==> config.mk <==
export PLATFORM = sky130hd
export DESIGN_NAME = fifo_framer_flat
export DESIGN_NICKNAME = d
export VERILOG_FILES = /design/src/rtl/fifo_framer_if.sv /design/src/rtl/fifo_framer.sv /design/src/flat_wrapper.sv
export SDC_FILE = /design/constraint.sdc
export NUM_CORES = 1
export LEC_CHECK = 0
export ABC_AREA = 1
export BUFFER_PORTS_ARGS = -buffer_cell sky130_fd_sc_hd__buf_2
export CORE_AREA = 2 2 84 54
export CTS_BUF_LIST = sky130_fd_sc_hd__clkbuf_4 sky130_fd_sc_hd__clkbuf_8
export DETAILED_ROUTE_END_ITERATION = 16
export DIE_AREA = 0 0 86 56
export PLACE_DENSITY_LB_ADDON = 0.12
export SKIP_LAST_GASP = 1
export SLEW_MARGIN = 40
export SYNTH_ARGS = -nofsm -noshare
export SYNTH_HDL_FRONTEND = slang
export SYNTH_SLANG_ARGS = --single-unit
==> constraint.sdc <==
create_clock -name clk -period 1.6 [get_ports clk]
set_input_delay 0.08 -clock clk [delete_from_list [all_inputs] [get_ports clk]]
set_output_delay 0.08 -clock clk [all_outputs]
set_load 0.005 [all_outputs]
==> src/rtl/fifo_framer_if.sv <==
// Bundle of the sample-FIFO read side, the byte-stream handshake and the framer status lines.
// master = framer side, slave = FIFO/host side.
interface fifo_framer_if #(
    parameter int DATAWIDTH = 16
);
    logic                 enable;
    logic [DATAWIDTH-1:0] fifo_rd_data;
    logic                 fifo_ne;
    logic                 fifo_re;
    logic [7:0]           out_data;
    logic                 out_valid;
    logic                 out_ready;
    logic [7:0]           seq;
    logic                 stall;
    logic                 frame_done;

    modport master (
        input  enable, fifo_rd_data, fifo_ne, out_ready,
        output fifo_re, out_data, out_valid, seq, stall, frame_done
    );

    modport slave (
        output enable, fifo_rd_data, fifo_ne, out_ready,
        input  fifo_re, out_data, out_valid, seq, stall, frame_done
    );
endinterface

==> src/rtl/fifo_framer.sv <==
// Pops FRAME_WORDS sample words and serialises them MSB-first as HDR, SEQ, payload[, CSUM].
// Define FIFO_FRAMER_CSUM_EN to append the trailing checksum byte.
module fifo_framer #(
    parameter int         DATAWIDTH   = 16,
    parameter int         FRAME_WORDS = 8,
    parameter logic [7:0] HDR_BYTE    = 8'hA5
) (
    input  logic          clk,
    input  logic          reset,
    fifo_framer_if.master bus
);
    localparam int BPW = DATAWIDTH / 8;
    localparam int BCW = (BPW > 1) ? $clog2(BPW) : 1;
    localparam int WCW = (FRAME_WORDS > 1) ? $clog2(FRAME_WORDS) : 1;

`ifdef FIFO_FRAMER_CSUM_EN
    typedef enum logic [2:0] {S_IDLE, S_HDR, S_SEQ, S_LOAD, S_DATA, S_CSUM} state_t;
`else
    typedef enum logic [2:0] {S_IDLE, S_HDR, S_SEQ, S_LOAD, S_DATA} state_t;
`endif

    state_t               r_state, w_state_next;
    logic [7:0]           r_out_data, w_out_data_next;
    logic                 r_out_valid, w_out_valid_next;
    logic [7:0]           r_seq, w_seq_next;
    logic                 r_stall, w_stall_next;
    logic                 r_frame_done, w_frame_done_next;
    logic [WCW-1:0]       r_word_cnt, w_word_cnt_next;
    logic [BCW-1:0]       r_byte_cnt, w_byte_cnt_next;
    logic [DATAWIDTH-1:0] r_shift, w_shift_next;
`ifdef FIFO_FRAMER_CSUM_EN
    logic [7:0]           r_csum, w_csum_next;
`endif
    logic                 w_slot_free;
    logic                 w_fifo_re;

    // A new byte may be loaded when the output register is empty or being drained this cycle.
    assign w_slot_free = !r_out_valid || bus.out_ready;

    always_ff @(posedge clk or posedge reset) begin
        if (reset) r_state <= S_IDLE;
        else       r_state <= w_state_next;
    end

    always_comb begin
        w_state_next      = r_state;
        w_out_data_next   = r_out_data;
        w_out_valid_next  = w_slot_free ? 1'b0 : r_out_valid;
        w_seq_next        = r_seq;
        w_stall_next      = 1'b0;
        w_frame_done_next = 1'b0;
        w_word_cnt_next   = r_word_cnt;
        w_byte_cnt_next   = r_byte_cnt;
        w_shift_next      = r_shift;
        w_fifo_re         = 1'b0;
`ifdef FIFO_FRAMER_CSUM_EN
        w_csum_next       = r_csum;
`endif
        case (r_state)
            S_IDLE: begin
                if (bus.enable && bus.fifo_ne) w_state_next = S_HDR;
            end
            S_HDR: begin
                if (w_slot_free) begin
                    w_out_data_next  = HDR_BYTE;
                    w_out_valid_next = 1'b1;
`ifdef FIFO_FRAMER_CSUM_EN
                    w_csum_next      = 8'd0;
`endif
                    w_state_next     = S_SEQ;
                end
            end
            S_SEQ: begin
                if (w_slot_free) begin
                    w_out_data_next  = r_seq;
                    w_out_valid_next = 1'b1;
`ifdef FIFO_FRAMER_CSUM_EN
                    w_csum_next      = r_seq;
`endif
                    w_state_next     = S_LOAD;
                end
            end
            S_LOAD: begin
                // Pop and capture share the cycle: rd_data is already the registered head word.
                if (bus.fifo_ne) begin
                    w_fifo_re       = 1'b1;
                    w_shift_next    = bus.fifo_rd_data;
                    w_byte_cnt_next = '0;
                    w_state_next    = S_DATA;
                end else begin
                    w_stall_next    = 1'b1;
                end
            end
            S_DATA: begin
                if (w_slot_free) begin
                    w_out_data_next  = r_shift[DATAWIDTH-1 -: 8];
                    w_out_valid_next = 1'b1;
`ifdef FIFO_FRAMER_CSUM_EN
                    w_csum_next      = r_csum + r_shift[DATAWIDTH-1 -: 8];
`endif
                    w_shift_next     = r_shift << 8;
                    if (r_byte_cnt == BCW'(BPW - 1)) begin
                        if (r_word_cnt == WCW'(FRAME_WORDS - 1)) begin
                            w_word_cnt_next   = '0;
`ifdef FIFO_FRAMER_CSUM_EN
                            w_state_next      = S_CSUM;
`else
                            w_seq_next        = r_seq + 8'd1;
                            w_frame_done_next = 1'b1;
                            w_state_next      = S_IDLE;
`endif
                        end else begin
                            w_word_cnt_next = r_word_cnt + 1'b1;
                            w_state_next    = S_LOAD;
                        end
                    end else begin
                        w_byte_cnt_next = r_byte_cnt + 1'b1;
                    end
                end
            end
`ifdef FIFO_FRAMER_CSUM_EN
            S_CSUM: begin
                if (w_slot_free) begin
                    w_out_data_next   = r_csum;
                    w_out_valid_next  = 1'b1;
                    w_seq_next        = r_seq + 8'd1;
                    w_frame_done_next = 1'b1;
                    w_state_next      = S_IDLE;
                end
            end
`endif
            default: w_state_next = S_IDLE;
        endcase
    end

    always_ff @(posedge clk or posedge reset) begin
        if (reset) begin
            r_out_data   <= 8'd0;
            r_out_valid  <= 1'b0;
            r_seq        <= 8'd0;
            r_stall      <= 1'b0;
            r_frame_done <= 1'b0;
            r_word_cnt   <= '0;
            r_byte_cnt   <= '0;
            r_shift      <= '0;
`ifdef FIFO_FRAMER_CSUM_EN
            r_csum       <= 8'd0;
`endif
        end else begin
            r_out_data   <= w_out_data_next;
            r_out_valid  <= w_out_valid_next;
            r_seq        <= w_seq_next;
            r_stall      <= w_stall_next;
            r_frame_done <= w_frame_done_next;
            r_word_cnt   <= w_word_cnt_next;
            r_byte_cnt   <= w_byte_cnt_next;
            r_shift      <= w_shift_next;
`ifdef FIFO_FRAMER_CSUM_EN
            r_csum       <= w_csum_next;
`endif
        end
    end

    assign bus.fifo_re    = w_fifo_re;
    assign bus.out_data   = r_out_data;
    assign bus.out_valid  = r_out_valid;
    assign bus.seq        = r_seq;
    assign bus.stall      = r_stall;
    assign bus.frame_done = r_frame_done;
endmodule

==> src/flat_wrapper.sv <==
// flat-port wrapper written by rule: the top's interface ports become plain ports
module fifo_framer_flat 
#(
    parameter int         DATAWIDTH   = 16,
    parameter int         FRAME_WORDS = 8,
    parameter logic [7:0] HDR_BYTE    = 8'hA5
)
  (clk, reset, bus_enable, bus_fifo_rd_data, bus_fifo_ne, bus_out_ready, bus_fifo_re, bus_out_data, bus_out_valid, bus_seq, bus_stall, bus_frame_done);
  fifo_framer_if #(.DATAWIDTH(DATAWIDTH)) bus_i ();
  input  logic clk;
  input  logic reset;
  input wire logic [$bits(bus_i.enable)-1:0] bus_enable;
  input wire logic [$bits(bus_i.fifo_rd_data)-1:0] bus_fifo_rd_data;
  input wire logic [$bits(bus_i.fifo_ne)-1:0] bus_fifo_ne;
  input wire logic [$bits(bus_i.out_ready)-1:0] bus_out_ready;
  output wire logic [$bits(bus_i.fifo_re)-1:0] bus_fifo_re;
  output wire logic [$bits(bus_i.out_data)-1:0] bus_out_data;
  output wire logic [$bits(bus_i.out_valid)-1:0] bus_out_valid;
  output wire logic [$bits(bus_i.seq)-1:0] bus_seq;
  output wire logic [$bits(bus_i.stall)-1:0] bus_stall;
  output wire logic [$bits(bus_i.frame_done)-1:0] bus_frame_done;
  assign bus_i.enable = bus_enable;
  assign bus_i.fifo_rd_data = bus_fifo_rd_data;
  assign bus_i.fifo_ne = bus_fifo_ne;
  assign bus_i.out_ready = bus_out_ready;
  assign bus_fifo_re = bus_i.fifo_re;
  assign bus_out_data = bus_i.out_data;
  assign bus_out_valid = bus_i.out_valid;
  assign bus_seq = bus_i.seq;
  assign bus_stall = bus_i.stall;
  assign bus_frame_done = bus_i.frame_done;
  fifo_framer #(.DATAWIDTH(DATAWIDTH), .FRAME_WORDS(FRAME_WORDS), .HDR_BYTE(HDR_BYTE)) u_core (.clk(clk), .reset(reset), .bus(bus_i));
endmodule
**Word level (Yosys, flattened, before mapping)**

Cells that the tools add are included.

- Equal/unequal tests: 11
- Mux-type cells: 31
- Add/sub/neg operators: 3
- Reductions and logical operators: 12

Operator list:

| kind | count |
|---|---|
| 16-bit 2-to-1 mux | 2 |
| 16-bit one-hot mux with 2 select lines | 1 |
| 8-bit 2-to-1 mux | 3 |
| 8-bit one-hot mux with 3 select lines | 1 |
| 3-bit 2-to-1 mux | 7 |
| 3-bit one-hot mux with 5 select lines | 1 |
| 1-bit 2-to-1 mux | 14 |
| 2-bit by 1-bit != test with 1-bit output, second input constant | 5 |
| 8-bit by 1-bit adder with 8-bit output, second input constant | 1 |
| 4-bit AND reduction | 2 |
| 3-bit by 2-bit equality test with 1-bit output, second input constant | 2 |
| 3-bit equality test, second input constant | 2 |
| 3-bit AND reduction | 2 |
| 6-bit AND reduction | 1 |
| 3-bit by 1-bit adder with 3-bit output, second input constant | 1 |
| 3-bit by 1-bit equality test with 1-bit output, second input constant | 1 |
| 3-bit zero test | 1 |
| 3-bit nonzero test | 1 |
| 3-bit OR reduction | 1 |
| 2-bit 2-to-1 mux | 1 |
| 2-bit != test, second input constant | 1 |
| 1-bit one-hot mux with 2 select lines | 1 |
| 2-bit nonzero test | 1 |
| 1-bit adder, second input constant | 1 |
| other kinds (3) | 3 |

- Input bits: 21
- Output and inout bits: 20
- Logic and storage cells: 66
- Flip-flop bits (word level): 42

**Longest topological paths before layout**

Gate-level depths: netlist of run 1.

- Word-level depth: 5
- Gate-level depth with buffers: 9
- Mapped depth without buffers: 9

**Worst setup path before layout of run 1**

OpenSTA, ideal clock, no wires.

- Path type: register -> register
- Start: register u_core.r_state[0]
- End: register u_core.r_seq[7], in the netlist u_core.bus.seq[7]
- Library setup time: 0.117 ns
- Clock period less this slack: 1.229 ns
- Data required time: 1.483 ns
- Path buffers: 0
- Path slack: 0.371 ns
- Cell stages (with the launch flop): 9
- Data arrival time: 1.113 ns
- Cell sequence: dfrtp_1 > nor2_4 > nand2_4 > nor2_8 > nand2_4 > clkinv_4 > nand2_1 > nand2_1 > nand2_1

- Longest elaborated chain between the ends: 2

Ends and longest elaborated chain:

| item | RTL line | source |
|---|---|---|
| from (decl) | fifo_framer.sv:22 | `state_t r_state, w_state_next;` |
| from (signal assigned) | fifo_framer.sv:42 | `else r_state <= w_state_next;` |
| 3-bit equality test | fifo_framer.sv:59 | `case (r_state)` |
| 4-bit AND reduction (no line) | -- |  |
| to (signal assigned) | fifo_framer.sv:152 | `r_seq <= w_seq_next;` |
| to (decl) | fifo_framer.sv:25 | `logic [7:0] r_seq, w_seq_next;` |

No other way between the ends.
A chain may end at the register's enable or synchronous reset.

**Worst setup path in the final report of run 1**

- Start: register u_core.r_state[2]
- End: output bus_fifo_re

- Longest elaborated chain between the ends: 2

Ends and longest elaborated chain:

| item | RTL line | source |
|---|---|---|
| 3-bit by 2-bit equality test with 1-bit output | fifo_framer.sv:59 |  |
| 1-bit 2-to-1 mux | fifo_framer.sv:59 |  |
| to (decl) | flat_wrapper.sv:16 | `output wire logic [$bits(bus_i.fifo_re)-1:0] bus_fifo_re;` |

No other way between the ends.

==> impl_metrics.env, run 1 <==
export IMPL_run_status="finished with violations"
export IMPL_violations_in_the_final_reports="hold timing"
export IMPL_postRouteWirelength_um=4538
export IMPL_post_cts_buffers=0
export IMPL_dr_pass1_iters=4
export IMPL_net_count_reported_at_finish=344
export IMPL_tcrit_tclk_final=0.9188
export IMPL_worst_endpoint_required_ps=1520
export IMPL_htreeDepth=2
export IMPL_timing_hold_worst_class="input pin to flip-flop"
export IMPL_crit_family="buffers and inverters"
export IMPL_grt_setup_unrepaired="false"
export IMPL_dp_hpwl_um=3420
export IMPL_grt_pass1_vias=1720
export IMPL_crit_path_start_kind="flip-flop"
export IMPL_post_route_min_period_ps=1470
export IMPL_yosys_area_share_simple=0.3141
export IMPL_power_frac_clock=0.161
export IMPL_antenna_cells_inserted=0
export IMPL_report_final_slew_viol_count=0
export IMPL_synth_adder_area_share=0.02197
export IMPL_grt_util_all_layers=0.2106
export IMPL_cts_reportedPaths_clkPinSlew_ps=70
export IMPL_synth_sequential_area_ratio=0.4613
export IMPL_share_of_post_route_cells_with_drive_strength_above_1=0.3082
export IMPL_timing_reg2reg_worst_path_depth=6
export IMPL_cp_common_cell="inv_4"
export IMPL_antenna_found_initial=0
export IMPL_power_w=0.004088
export IMPL_crit_fanout=10
export IMPL_maxCapViolations=0
export IMPL_post_synth_num_cell_types=28
export IMPL_die_width_um=86
export IMPL_wl_per_cell_um=12.33
export IMPL_number_of_hold_violations_in_the_final_report=1
export IMPL_netlist_instances=267
export IMPL_io_buffers=40
export IMPL_finalSetupTns_ps=0
export IMPL_total_number_of_vias=1809
export IMPL_final_util=0.6689
export IMPL_worst_path_largest_cell_delay_ps=470
export IMPL_comb_power_share=0.435
export IMPL_last_element_of_the_critical_path="bus_fifo_re"
export IMPL_grt_first_pass_wirelength_um=7928
export IMPL_globalRoute_busiestLayer="met1"
export IMPL_synth_mux_area_frac=0
export IMPL_later_pin_clock_latency_in_the_skew_report_ps=290
export IMPL_post_route_drc_count=0
export IMPL_pin_count=41
export IMPL_worstSetupStartpoint="u_core.r_state[2]"
export IMPL_crit_reg2reg_launch="u_core.r_state[0]"
export IMPL_die_y_um=56
export IMPL_layoutNonFillerInstCount=368
export IMPL_crit_buf_inv=4
export IMPL_synth_edf_count=0
export IMPL_worst_clock_skew_ps=3.579
export IMPL_timing_fmax_mhz=680.2
export IMPL_timing_slew_headroom=0.6442
export IMPL_cellPowerDensity_nw_per_um2=1533
export IMPL_power_internal_w=0.002443
export IMPL_pwr_share_seq=0.404
export IMPL_postSynth_asyncResetShare=1.000
export IMPL_globalplace_congestion=0.8491
export IMPL_worst_setup_path_end_kind="output pin"
export IMPL_total_leakage_power_nw=1.495
export IMPL_grtUsageMet1=0.3206
export IMPL_ys_warn_count=0
export IMPL_cts_num_sinks=42
export IMPL_synth_top_family_by_area="simple AND/OR/NAND/NOR gates"
export IMPL_grt_use_met3=0.04896
export IMPL_grt_remaining_overflow=0
export IMPL_worst_path_max_delay_cell="dfrtp_1"
export IMPL_power_switching_w=0.001645
export IMPL_timing_reg2reg_setup_slack_ps=160
export IMPL_route_detailed_vias_per_inst=4.916
export IMPL_maximum_number_of_pins_on_one_net_before_global_route_repair=43
export IMPL_cp_data_arrival_time_ps=1390
export IMPL_clk_root_buffer_cell="clkbuf_8"
export IMPL_crit_path_cell_trace="inv_4 -> nand3_2 -> inv_2 -> nand2_4 -> inv_4 -> buf_2"
export IMPL_netSwitchingFraction=0.4023
export IMPL_synth_compound_area_share=0.1065
export IMPL_synthXorXnorAreaFrac=0.01538
export IMPL_numCtsBuffers=5
export IMPL_synthesis_area_per_instance_um2=8.533
export IMPL_crit_type="flip-flop to output pin"
export IMPL_placedCellCount=357
export IMPL_start_util=0.5716
export IMPL_stages_on_worst_setup_path=6
export IMPL_postSynthRegisterBits=42
export IMPL_cts_tree="built"
export IMPL_final_setup_viol_count=0
export IMPL_postSynth_topFlopCell="dfrtp_1"
export IMPL_vdd_drop_max_uv=706.8
export IMPL_tightestPinTransition_ps=533.7
export IMPL_netlist_area_um2=2278
export IMPL_dr_first_iter_drc_count=94
export IMPL_fp_dieArea_um2=4816
export IMPL_crit_reg2reg_capture="u_core.r_shift[10]"
export IMPL_whs_ps=-1.649
export IMPL_rows=18
export IMPL_route_antenna_remaining_nets=0
export IMPL_core_region_area_um2=3986
export IMPL_synthesis_nets=292
export IMPL_clk_path_buf_depth=2
export IMPL_syn_to_final_growth_pct=17.02
export IMPL_grt_util_met2=0.3023
stage by stage:
stage	setup WS, ps	instance area (µm²)
2_1_floorplan	370.8	2278
3_3_place_gp	192.8	2529
3_5_place_dp	175.8	2529
4_1_cts	32.72	2661
5_1_grt	58.94	2666
6_report	129.9	2666
cells in the final DEF, fill, tap and decap left out, types with 3 or more instances in the layout:
cell type / netlist / routed
buf_2: 0 / 40
buf_4: 2 / 3
clkbuf_8: 0 / 6
dfrtp_1: 42 / 42
dlygate4sd3_1: 0 / 5
ha_1: 4 / 4
inv_1: 27 / 27
inv_2: 5 / 3
nand2_1: 95 / 95
nand2_2: 16 / 16
nand2_4: 7 / 7
nand3_1: 8 / 8
nor2_1: 7 / 7
o211ai_1: 5 / 5
o21ai_0: 7 / 7
o21ai_1: 8 / 8
o21ai_2: 12 / 12
what timing repair did:
| item | in CTS | in global routing |
|---|---|---|
| hold buffers | 5 | 0 |
| gates resized for setup | 0 | 2 |
| endpoints found under the hold margin | 46 | 0 |
| setup endpoints to repair | 0 | 1 |
synth_stat cells, drive strengths merged (2+ instances only):
| cell | n | area, µm² |
|---|---|---|
| nand3 | 10 | 60.06 |
| buf | 4 | 55.05 |
| ha | 4 | 50.05 |
| inv | 32 | 120.1 |
| o21ai | 27 | 180.2 |
| dfrtp | 42 | 1051 |
| xnor2 | 2 | 17.52 |
| xor2 | 2 | 17.52 |
| nand4 | 2 | 12.51 |
| nand2 | 118 | 535.5 |
| nor2 | 12 | 95.10 |
| a21oi | 2 | 10.01 |
| o211ai | 5 | 37.54 |
cells by family after synthesis:
family,count (synthesis)
AND/OR/NAND/NOR,144
buffers and inverters,37
adder cells (fa/ha/maj),4
AO/OA/AOI/OAI,36
XOR/XNOR,4
flip-flops,42
tightest hold or removal path, stage by stage:
cell and delay [ps]:
buf_2 70, nand2_1 50, o21ai_2 40
how the worst min path moves through the flow:
stage,to,slack (ps),from,cells after the start
floorplan,u_core.bus.stall,170,bus_fifo_ne,1
global placement,u_core.bus.stall,240,reset,3
detailed placement,u_core.bus.stall,250,reset,3
CTS,u_core.r_shift[2],0.1,bus_fifo_rd_data[2],3
global route,u_core.r_shift[2],0.6,bus_fifo_rd_data[2],3
finish,u_core.r_shift[2],-2,bus_fifo_rd_data[2],3
power groups by stage:
stage          clock [W]  sequential (W)  combinational (W)
2_1_floorplan          0         0.00164            0.00141
5_1_grt         0.000723         0.00169            0.00201
3_5_place_dp           0         0.00167            0.00177
3_3_place_gp           0         0.00166            0.00175
6_report        0.000658         0.00165            0.00178
4_1_cts         0.000676         0.00165            0.00179
layer usage:
metal | share of wire | up-vias
met5 | 0 | -
met4 | 0.0093 | 0
met3 | 0.036 | 5
met2 | 0.43 | 26
met1 | 0.53 | 839
li1 | - | 939
registers in the layout, indices dropped and copies added, names as in the netlist, named ones only:
register,count
u_core.bus.seq,8
u_core.r_shift,16
u_core.bus.out_data,8
u_core.r_word_cnt,3
u_core.r_byte_cnt,1
u_core.r_state,3
u_core.bus.frame_done,1
u_core.bus.stall,1
cell type report:
type,instances,area (µm²)
fillers,344,1320
flip-flops and latches,42,1051
multi-input cells,188,1044
repair buffers,49,292.8
inverters,33,133.9
clock buffers,6,82.58
well taps,50,62.56
Note: power is estimated with default switching activity, not from simulation.
==> run 2: changes to the inputs <==
--- a/config.mk
+++ b/config.mk
@@ -6,12 +6,13 @@
 export NUM_CORES = 1
 export LEC_CHECK = 0
 export ABC_AREA = 1
-export BUFFER_PORTS_ARGS = -buffer_cell sky130_fd_sc_hd__buf_2
+export BUFFER_PORTS_ARGS = -buffer_cell sky130_fd_sc_hd__buf_4
 export CORE_AREA = 2 2 84 54
 export CTS_BUF_LIST = sky130_fd_sc_hd__clkbuf_4 sky130_fd_sc_hd__clkbuf_8
 export DETAILED_ROUTE_END_ITERATION = 16
 export DIE_AREA = 0 0 86 56
 export PLACE_DENSITY_LB_ADDON = 0.12
+export SETUP_SLACK_MARGIN = 0.5
 export SKIP_LAST_GASP = 1
 export SLEW_MARGIN = 40
 export SYNTH_ARGS = -nofsm -noshare
==> run 2 against run 1 <==
  * The run now ends clean
  * Core utilization up 16 points
  * Clock skew up 9.2 ps
  * Sequential cell count unchanged
  * Total power up 26%
  * Die area unchanged
  * Sequential share of layout area down 7.4 points
  * Count of clock-buffer cells in the layout up 1
  * Global-route usage up 6.5 points
  * Combinational power up 53%
  * First-iteration DRC count up 95%
  * Via count up 16%
  * Fmax up 2.7%
==> impl_metrics.env, run 2 (same netlist as run 1, synthesis figures left out) <==
export IMPL_run_status="complete, no violations"
export IMPL_tightestPinTransition_ps=535.7
export IMPL_grt_pass1_vias=2042
export IMPL_worst_endpoint_required_ps=1840
export IMPL_net_count_reported_at_finish=370
export IMPL_clk_path_buf_depth=2
export IMPL_cp_data_arrival_time_ps=1670
export IMPL_later_pin_clock_latency_in_the_skew_report_ps=300
export IMPL_crit_type="flip-flop to flip-flop"
export IMPL_dp_hpwl_um=3390
export IMPL_whs_ps=81.66
export IMPL_dpl_cell_area_um2=2636
export IMPL_antenna_found_initial=0
export IMPL_die_y_um=56
export IMPL_layout_cells_most_common="nand2_1"
export IMPL_top_register="u_core.r_shift"
export IMPL_area_sequential_um2=1055
export IMPL_cp_common_cell="nand2_2"
export IMPL_core_region_area_um2=3986
export IMPL_worst_clock_skew_ps=12.81
export IMPL_timing_hold_worst_class="input pin to flip-flop"
export IMPL_cts_num_sinks=42
export IMPL_wl_per_cell_um=16.17
export IMPL_total_leakage_power_nw=1.733
export IMPL_rows=18
export IMPL_grt_setup_unrepaired="true"
export IMPL_maxCapViolations=0
export IMPL_io_buffers=40
export IMPL_worst_path_largest_cell_delay_ps=490
export IMPL_cts_reportedPaths_clkPinSlew_ps=90
export IMPL_timing_slew_headroom=0.6429
export IMPL_tcrit_tclk_final=0.8950
export IMPL_dr_first_iter_drc_count=183
export IMPL_worst_path_max_delay_cell="dfrtp_2"
export IMPL_worst_setup_path_end_kind="flip-flop"
export IMPL_pin_count=41
export IMPL_grt_first_pass_wirelength_um=10070
export IMPL_clk_root_buffer_cell="clkbuf_8"
export IMPL_cts_tree="built"
export IMPL_syn_to_final_growth_pct=44.76
export IMPL_crit_path_cell_trace="nor2_4 -> buf_6 -> nand2_8 -> o21ai_1 -> nand2_2 -> nand2_2"
export IMPL_die_width_um=86
export IMPL_final_setup_viol_count=0
export IMPL_num_fill_cells=235
export IMPL_start_util=0.5716
export IMPL_route_detailed_vias_per_inst=5.311
export IMPL_fp_dieArea_um2=4816
export IMPL_post_route_min_period_ps=1432
export IMPL_mostFrequentLayoutCells="83 x nand2_1, 50 x buf_4, 39 x dfrtp_1"
export IMPL_htreeDepth=2
export IMPL_globalplace_congestion=0.8039
export IMPL_postRouteWirelength_um=6404
export IMPL_dr_pass1_iters=4
export IMPL_fin_area_um2=3298
export IMPL_grt_remaining_overflow=0
export IMPL_number_of_hold_violations_in_the_final_report=0
export IMPL_cellPowerDensity_nw_per_um2=1566
export IMPL_crit_path_start_kind="flip-flop"
export IMPL_finalSetupTns_ps=0
export IMPL_antenna_cells_inserted=0
export IMPL_maximum_number_of_pins_on_one_net_before_global_route_repair=43
export IMPL_final_util=0.8274
export IMPL_crit_fanout=11
export IMPL_share_of_post_route_cells_with_drive_strength_above_1=0.4422
export IMPL_multiInputGateArea_um2=1245
export IMPL_numCtsBuffers=5
export IMPL_timing_fmax_mhz=698.3
export IMPL_crit_family="flip-flops"
export IMPL_largest_register_ff_count=16
export IMPL_power_w=0.005166
export IMPL_route_antenna_remaining_nets=0
export IMPL_crit_buf_inv=1
export IMPL_report_final_slew_viol_count=0
export IMPL_vdd_drop_max_uv=948.9
export IMPL_grt_util_all_layers=0.2758
export IMPL_post_route_drc_count=0
export IMPL_total_number_of_vias=2103
run 2: changes by cell type in the layout (fill, tap and decap cells not counted), moves of 5 or more:
cell           change
buf_4             +47
buf_2             -40
nand2_1           -12
nand2_4            +8
buf_6              +5
dlygate4sd3_1      +5
o21ai_2            +5
run 2: final timing paths:
kind / from / endpoint / slack [ps] / depth (start not counted)
max: u_core.r_state[0] / u_core.r_shift[14] / 170 / 6
min: bus_fifo_rd_data[10] / u_core.r_shift[10] / 80 / 5
max reg2reg: u_core.r_state[0] / u_core.r_shift[14] / 170 / 6
min reg2reg: u_core.bus.out_data[4] / u_core.bus.out_data[4] / 490 / 2
max in group asynchronous: reset / u_core.r_state[2] / 740 / 4
min in group asynchronous: reset / u_core.r_state[0] / 460 / 4
run 2: power breakdown:
part / internal, W / leakage (nW) / switching [W] / total (W)
clock network: 0.000366 / 0.0517 / 0.000376 / 0.000742
logic: 0.00118 / 1.16 / 0.00155 / 0.00273
registers: 0.00143 / 0.521 / 0.000265 / 0.00170
run 2: layout make-up:
cell class,instances,area share
Multi-Input combinational cell,189,0.3775
Sequential cell,42,0.3198
Timing Repair Buffer,73,0.2105
Inverter,33,0.04287
Clock buffer,7,0.02731
Tap cell,50,0.01897
Clock inverter,1,0.001517
Timing Repair inverter,1,0.001517
run 2: worst reg2reg max path: stages, from the launching register on:
cell and delay (ps):
dfrtp_2 490, nor2_4 210, buf_6 160, nand2_8 110
o21ai_1 240, nand2_2 100, nand2_2 60
run 2: stage by stage:
step,cells,worst slack [ps]
after floorplan,267,413.3
after global placement,355,229.6
after detailed placement,355,190.0
after CTS,392,297.2
after global routing,396,111.9
final,396,168.0
run 2: timing repair:
item,in CTS,in global routing
buffers inserted,17,2
gates cloned,3,1
resized for setup,35,23
hold buffers,9,1
pin swaps,7,6
hold endpoints to repair,50,1
endpoints found under the setup margin,41,43
run 2: routing by layer:
| layer | GRT usage | share of wire | wire length [µm] | vias up |
|---|---|---|---|---|
| met2 | 0.3953 | 0.45 | 2899 | 78 |
| li1 | - | - | - | 1000 |
| met5 | 0 | 0 | 0 | - |
| met4 | 0.1111 | 0.022 | 142 | 0 |
| met3 | 0.06825 | 0.062 | 400 | 16 |
| met1 | 0.3985 | 0.46 | 2961 | 1009 |
